$ cat src/rtl/mem_arbiter.sv
// mem_arbiter: shares one single-port synchronous word memory between the
// instruction-fetch path and the load/store path. Data requests win unless
// they have already been granted MAX_DATA_STREAK times in a row while fetch
// waited. The block also aligns store data into byte lanes, extracts and
// extends load data, and flags misaligned or illegal data accesses.
module mem_arbiter #(
  parameter int ADDR_WIDTH      = 32,
  parameter int MAX_DATA_STREAK = 4
) (
  input  logic                  clk,
  input  logic                  rst,
  // fetch port
  input  logic                  if_req_valid,
  output logic                  if_req_ready,
  input  logic [ADDR_WIDTH-1:0] if_addr,
  output logic                  if_rsp_valid,
  output logic [31:0]           if_rdata,
  // load/store port
  input  logic                  d_req_valid,
  output logic                  d_req_ready,
  input  logic [ADDR_WIDTH-1:0] d_addr,
  input  logic                  d_we,
  input  logic [1:0]            d_size,
  input  logic                  d_unsigned,
  input  logic [31:0]           d_wdata,
  output logic                  d_rsp_valid,
  output logic [31:0]           d_rdata,
  output logic                  d_err,
  // memory port
  output logic                  mem_en,
  output logic [3:0]            mem_we,
  output logic [ADDR_WIDTH-3:0] mem_addr,
  output logic [31:0]           mem_wdata,
  input  logic [31:0]           mem_rdata
);

  localparam int STREAK_W = $clog2(MAX_DATA_STREAK + 1);

  typedef enum logic [1:0] {
    OWN_NONE  = 2'd0,
    OWN_FETCH = 2'd1,
    OWN_DATA  = 2'd2
  } owner_e;

  // Everything needed to shape the response one cycle after a grant.
  typedef struct packed {
    owner_e     owner;
    logic       we;
    logic [1:0] size;
    logic       is_unsigned;
    logic [1:0] offset;
    logic       err;
  } inflight_t;

  logic                grant_f;
  logic                grant_d;
  logic                misaligned;
  logic [STREAK_W-1:0] streak_q;
  inflight_t           inflight_d;
  inflight_t           inflight_q;
  logic                rsp_f;
  logic                rsp_d;
  logic [31:0]         shifted;
  logic [31:0]         load_data;

  // Fetch address bits [1:0] are word-offset noise and deliberately ignored.
  logic unused_if_lsbs;
  assign unused_if_lsbs = ^if_addr[1:0];

  // Arbitration: data first, fetch forced through once the data streak is full.
  // NOTE: every always_comb output gets a default first so no path can infer a latch.
  always_comb begin
    grant_d = 1'b0;
    grant_f = 1'b0;
    if (!rst) begin
      if (d_req_valid && !(if_req_valid && streak_q == STREAK_W'(MAX_DATA_STREAK)))
        grant_d = 1'b1;
      else if (if_req_valid)
        grant_f = 1'b1;
    end
  end

  assign if_req_ready = grant_f;
  assign d_req_ready  = grant_d;

  // Illegal size, odd halfword or non-word-aligned word access.
  always_comb begin
    misaligned = 1'b0;
    unique case (d_size)
      2'b00:   misaligned = 1'b0;
      2'b01:   misaligned = d_addr[0];
      2'b10:   misaligned = (d_addr[1:0] != 2'b00);
      default: misaligned = 1'b1;
    endcase
  end

  // Memory command for this cycle's grant, with store data replicated to lanes.
  always_comb begin
    mem_en    = 1'b0;
    mem_we    = 4'b0000;
    mem_addr  = '0;
    mem_wdata = '0;
    if (grant_f) begin
      mem_en   = 1'b1;
      mem_addr = if_addr[ADDR_WIDTH-1:2];
    end else if (grant_d && !misaligned) begin
      mem_en   = 1'b1;
      mem_addr = d_addr[ADDR_WIDTH-1:2];
      if (d_we) begin
        unique case (d_size)
          2'b00: begin
            mem_we    = 4'b0001 << d_addr[1:0];
            mem_wdata = {4{d_wdata[7:0]}};
          end
          2'b01: begin
            mem_we    = 4'b0011 << d_addr[1:0];
            mem_wdata = {2{d_wdata[15:0]}};
          end
          default: begin
            mem_we    = 4'b1111;
            mem_wdata = d_wdata;
          end
        endcase
      end
    end
  end

  // Consecutive data grants while fetch waits; any pause in fetch demand resets it.
  // NOTE: sequential state uses non-blocking assignments so all registers update together.
  always_ff @(posedge clk) begin
    if (rst)
      streak_q <= '0;
    else if (!if_req_valid || grant_f)
      streak_q <= '0;
    else if (grant_d)
      streak_q <= streak_q + STREAK_W'(1);
  end

  // Snapshot of the granted request, consumed by the response logic next cycle.
  always_comb begin
    inflight_d = '0;
    if (grant_f) begin
      inflight_d.owner = OWN_FETCH;
    end else if (grant_d) begin
      inflight_d.owner       = OWN_DATA;
      inflight_d.we          = d_we;
      inflight_d.size        = d_size;
      inflight_d.is_unsigned = d_unsigned;
      inflight_d.offset      = d_addr[1:0];
      inflight_d.err         = misaligned;
    end
  end

  // In-flight register; cleared by reset so no response survives it.
  always_ff @(posedge clk) begin
    if (rst)
      inflight_q <= '0;
    else
      inflight_q <= inflight_d;
  end

  // A response registered just before reset rose must not appear while rst is high.
  assign rsp_f = (inflight_q.owner == OWN_FETCH) && !rst;
  assign rsp_d = (inflight_q.owner == OWN_DATA) && !rst;

  // Load extraction: shift the addressed lane down, then truncate and extend.
  always_comb begin
    shifted   = mem_rdata >> {inflight_q.offset, 3'b000};
    load_data = mem_rdata;
    unique case (inflight_q.size)
      2'b00:   load_data = inflight_q.is_unsigned ? {24'd0, shifted[7:0]}
                                                  : {{24{shifted[7]}}, shifted[7:0]};
      2'b01:   load_data = inflight_q.is_unsigned ? {16'd0, shifted[15:0]}
                                                  : {{16{shifted[15]}}, shifted[15:0]};
      default: load_data = mem_rdata;
    endcase
  end

  assign if_rsp_valid = rsp_f;
  assign if_rdata     = rsp_f ? mem_rdata : 32'd0;
  assign d_rsp_valid  = rsp_d;
  assign d_err        = rsp_d && inflight_q.err;
  assign d_rdata      = (rsp_d && !inflight_q.we && !inflight_q.err) ? load_data : 32'd0;

endmodule
$ cat config.mk
export PLATFORM = sky130hd
export DESIGN_NAME = mem_arbiter
export DESIGN_NICKNAME = d
export VERILOG_FILES = /design/src/rtl/mem_arbiter.sv
export SDC_FILE = /design/constraint.sdc
export NUM_CORES = 1
export LEC_CHECK = 0
export ABC_CLOCK_PERIOD_IN_PS = 3100
export CORE_AREA = 3 3 106 108
export DETAILED_ROUTE_END_ITERATION = 8
export DIE_AREA = 0 0 109 111
export DONT_BUFFER_PORTS = 1
export PLACE_DENSITY = 0.44
export REMOVE_ABC_BUFFERS = 1
export SLEW_MARGIN = 0
export SYNTH_ARGS = -nofsm -noshare
export SYNTH_HDL_FRONTEND = slang
export SYNTH_SLANG_ARGS = --single-unit
$ cat constraint.sdc
create_clock -name clk -period 3.1 [get_ports clk]
set_clock_uncertainty 0.15 [all_clocks]
set_input_delay 0.62 -clock clk [delete_from_list [all_inputs] [get_ports clk]]
set_output_delay 0.62 -clock clk [all_outputs]
set_load 0.03 [all_outputs]
After elaboration in Yosys (flattened, before gate mapping) --
Cells that the tools add are included.
Storage, ports and cells: register bits after elaboration 12, bits of input ports 136, output and inout port bits 136, word-level logic and storage cells 65
Operators by class: $add $sub $neg 1, eq/ne operators 6, shifts and indexed selects 3, multiplexer cells 25, bitwise logic cells 1, reductions and logical operators 21
Operator list (number):
- 2-to-1 mux 32 bit | 7
- case mux 32 bit (2 select lines) | 2
- 2-to-1 mux 30 bit | 2
- right shift 32 x 5 -> 16 bit | 1
- 2-to-1 mux 4 bit | 3
- 2-to-1 mux 9 bit | 1
- logical AND 1 bit | 8
- 2-to-1 mux 1 bit | 8
- case mux 4 bit (2 select lines) | 1
- equality test 2 x 1 -> 1 bit, second input constant | 3
- logical NOT 1 bit | 6
- equality test 2 bit, second input constant | 2
- logical NOT 2 bit | 2
- OR reduction 2 bit | 2
- left shift 1 x 2 -> 4 bit, first input constant | 1
- left shift 2 x 2 -> 4 bit, first input constant | 1
- adder 3 x 1 -> 3 bit, second input constant | 1
- equality test 3 bit, second input constant | 1
- case mux 1 bit (3 select lines) | 1
- OR reduction 3 bit | 1
- nonzero test 2 bit | 1
- logical OR 1 bit | 1
- NOT 1 bit | 1

Depth between registers and ports, before layout --
depth after elaboration 9, depth in mapped cells 7, depth with buffers taken out 5

Least setup slack after synthesis --
Ideal clock, no wire load.
kind input port to output port, start input port d_req_valid, end output port mem_we[0], data arrival time 3088 ps, data required time 2330 ps, path slack -758 ps, stages on the path 5, path buffers 1, cells stage by stage inv_1 a311oi_1 clkbuf_1 nand2_1 a2111oi_0
Between the ends: word-level cells in the longest chain between the ends 6, elaborated cells between the ends (all ways) 8
Ends and longest elaborated chain:
- start: declaration | RTL line 19 | input logic d_req_valid,
- logical AND 1 bit | RTL line 76 | if (d_req_valid && !(if_req_valid && streak_q == STREAK_W'(MAX_DATA_STREAK)))
- 2-to-1 mux 1 bit | RTL line 76
- 2-to-1 mux 1 bit | RTL line 75 | if (!rst) begin
- via d_req_ready | RTL line 20 | output logic d_req_ready,
- logical AND 1 bit | RTL line 106 | end else if (grant_d && !misaligned) begin
- 2-to-1 mux 4 bit | RTL line 106
- 2-to-1 mux 4 bit | RTL line 103 | if (grant_f) begin
- end: declaration | RTL line 31 | output logic [3:0] mem_we,
The timed path passes the listed nets, and every way through them passes these cells.

Worst setup path after layout --
start input port rst, end output port d_rdata[19]
Between the ends: word-level cells in the longest chain between the ends 5
Ends and longest elaborated chain:
- start: declaration | RTL line 11 | input logic rst,
- logical NOT 1 bit | RTL line 164 | assign rsp_d = (inflight_q.owner == OWN_DATA) && !rst;
- logical AND 1 bit | RTL line 164
- logical AND 1 bit (2 in a row) | RTL line 183 | assign d_rdata = (rsp_d && !inflight_q.we && !inflight_q.err) ? load_data : 32'd0;
- 2-to-1 mux 32 bit | RTL line 183
- end: declaration | RTL line 27 | output logic [31:0] d_rdata,
No other way between the ends.

==> flow_summary.json <==
{
  "die_h_um": 111,
  "antenna_found_initial": 1,
  "synth_edf_count": 0,
  "row_count": 37,
  "yosysMostFrequentCell": "and2_1",
  "synth_area_leaders": "and2_1, a22o_1, dfxtp_1",
  "gp_congestion": 0.802,
  "start_kind": "input port",
  "fillers": 1119,
  "grt_max_degree": 42,
  "setup_viol": 0,
  "hold_violations": 0,
  "drt_iter0_drc": 126,
  "pin_count": 272,
  "dieArea_mm2": 0.0121,
  "layout-drive-gt1-share_pct": 28.9,
  "cts_tree": "built",
  "antenna-diode-count": 0,
  "via_per_inst": 5.28,
  "tightest_slew_ns": 0.897,
  "cap_viol_max_count": 0,
  "required_ns": 2.33,
  "cts_buffers": 3,
  "syn-mean-instance-area_um2": 6.96,
  "outcome": "finished clean",
  "grt_overflow": 0,
  "fin_hold_ws_ns": 0.291,
  "finalPower_uw": 664,
  "yosysWarningCount": 0,
  "clock_latency_ns": 0.24,
  "leakagePower_nw": 1.51,
  "synth_cell_types": 47,
  "start_util_pct": 22.2,
  "place_hpwl_um": 8690,
  "antenna_left": 0,
  "max_slew_margin_pct": 40.1,
  "grt_usage_pct": 15.6,
  "wirelength_um": 10500,
  "io_buffer_count": 0,
  "nNetsFinal": 527,
  "fin_crit_sh_pct": 97.1,
  "synth_area_mm2": 0.00229,
  "ys_seq_area_share_pct": 10.5,
  "grt_pass1_vias": 2665,
  "clk_path_buf_depth": 2,
  "core_mm2": 0.0103,
  "min_period_ns": 3.01,
  "grt_pass1_wl_um": 14600,
  "synthFlopType": "dfxtp_1",
  "power_density_mw_per_mm2": 215,
  "cts.sinks": 12,
  "cts_hold_buf": 0,
  "dr.pass1.iters": 4,
  "die_x_um": 109,
  "ir_drop_mv": 0.0720,
  "area_delta_synth_final_pct": 34.6,
  "fin_area_mm2": 0.00308,
  "synthArstFlopShare_pct": 0,
  "synth_top_area_cell": "and2_1",
  "fin_util_pct": 29.9,
  "place_area_mm2": 0.00301,
  "final_max_slew_viol_count": 0,
  "syn_inst": 329,
  "drc": 0,
  "clockRootBuffer": "clkbuf_8",
  "rsz0062_at_grt": "false",
  "routedWlPerCell_um": 19.9,
  "synth-seq-cells": 12,
  "worstPathMaxFanout": 12,
  "min-delay-path-class": "input port to register",
  "htreeDepth": 1,
  "criticalPathCategory": "input port to output pin",
  "fmax_mhz": 332,
  "synth_common_cells": "and2_1, nor2_1, a22o_1, clkbuf_1, mux2i_1",
  "vias": 2768,
  "endpoint_kind": "output pin",
  "critPathArrivalTime_ns": 2.24,
  "synth_top_area_share_pct": 12.8,
  "finalSetupTns_ns": 0,
  "clkTransAtPathRegs_ns": 0.05
}
[critical path: stages]
cell	delay, ns
or3b_4	0.38
or3_4	0.34
buf_4	0.15
a2111oi_4	0.25
buf_6	0.21
a21o_1	0.14
buf_12	0.13
[per-stage QoR]
stage | instances | setup WS (ns)
finish | 524 | 0.0908
global route | 524 | 0.00245
CTS | 522 | 0.0254
detailed placement | 518 | 0.0260
global placement | 518 | 0.0317
floorplan | 298 | -1.42
[sequential cells by signal (all words and copies together), names as in the netlist]
signal,flops
streak_q,3
inflight_q,9
[per-layer routing]
layer | wire length, um | up-vias | global-route usage (%)
met5 | 13 | - | 0
met4 | 141 | 2 | 4.38
met3 | 967 | 9 | 3.32
met2 | 5980 | 187 | 32.6
met1 | 3350 | 1260 | 14.3
li1 | - | 1310 | -
[report_power, final]
part           internal, mW  total [mW]  switching [mW]  leakage (nW)
Sequential            0.160       0.168         0.00793        0.0984
Clock                 0.112       0.170          0.0576        0.0288
Combinational         0.129       0.326           0.198          1.38
Total                 0.401       0.664           0.263          1.51
[worst paths after layout]
| check | startpoint | end | slack [ns] | cells past startpoint |
|---|---|---|---|---|
| setup / recovery | rst | d_rdata[19] | 0.09 | 7 |
| hold / removal | rst | inflight_q[8] | 0.29 | 1 |
| setup reg to reg | streak_q[0] | inflight_q[3] | 1.45 | 6 |
| hold reg to reg | streak_q[0] | streak_q[0] | 0.34 | 1 |
[layout make-up]
type | instances | area (um2) | share of cell area (%)
Tap cell | 136 | 170 | 5.52
Clock buffer | 4 | 55.1 | 1.78
Inverter | 6 | 22.5 | 0.730
Sequential cell | 12 | 240 | 7.79
Multi-Input combinational cell | 280 | 1920 | 62.3
Timing Repair Buffer | 86 | 674 | 21.9
[kinds of logic (layout without fill, tap and decap cells)]
logic type / Yosys count / in the layout / synth area share (%)
AOI/OAI and AO/OA: 120 / 120 / 39.2
xor gates and xnor gates: 1 / 1 / 0.382
adders and majority gates: 2 / 2 / 1.09
buffers and inverters: 37 / 96 / 6.72
DFF: 12 / 12 / 10.5
muxes: 23 / 23 / 10.6
and+or+nand+nor: 134 / 134 / 31.5
[layout by cell type, fill, tap and decap left out, drive strengths merged, types with 2 or more instances in the layout]
cell	instances
buf	86
and2	48
nor2	40
a22o	30
mux2i	21
a21oi	20
o21ai	20
nand2	17
a21o	16
a2bb2oi	13
dfxtp	12
nand2b	8
o221a	7
inv	6
a31oi	6
clkbuf	4
nor3	4
nor2b	3
or2	3
ha	2
a21boi	2
a311oi	2
a2111oi	2
nor3b	2
[what timing repair did]
| action | CTS | global route |
|---|---|---|
| setup buffers | 0 | 2 |
| setup endpoints to repair | 0 | 21 |
| gates resized for setup | 0 | 2 |
Power figures use the tool's default switching activity.
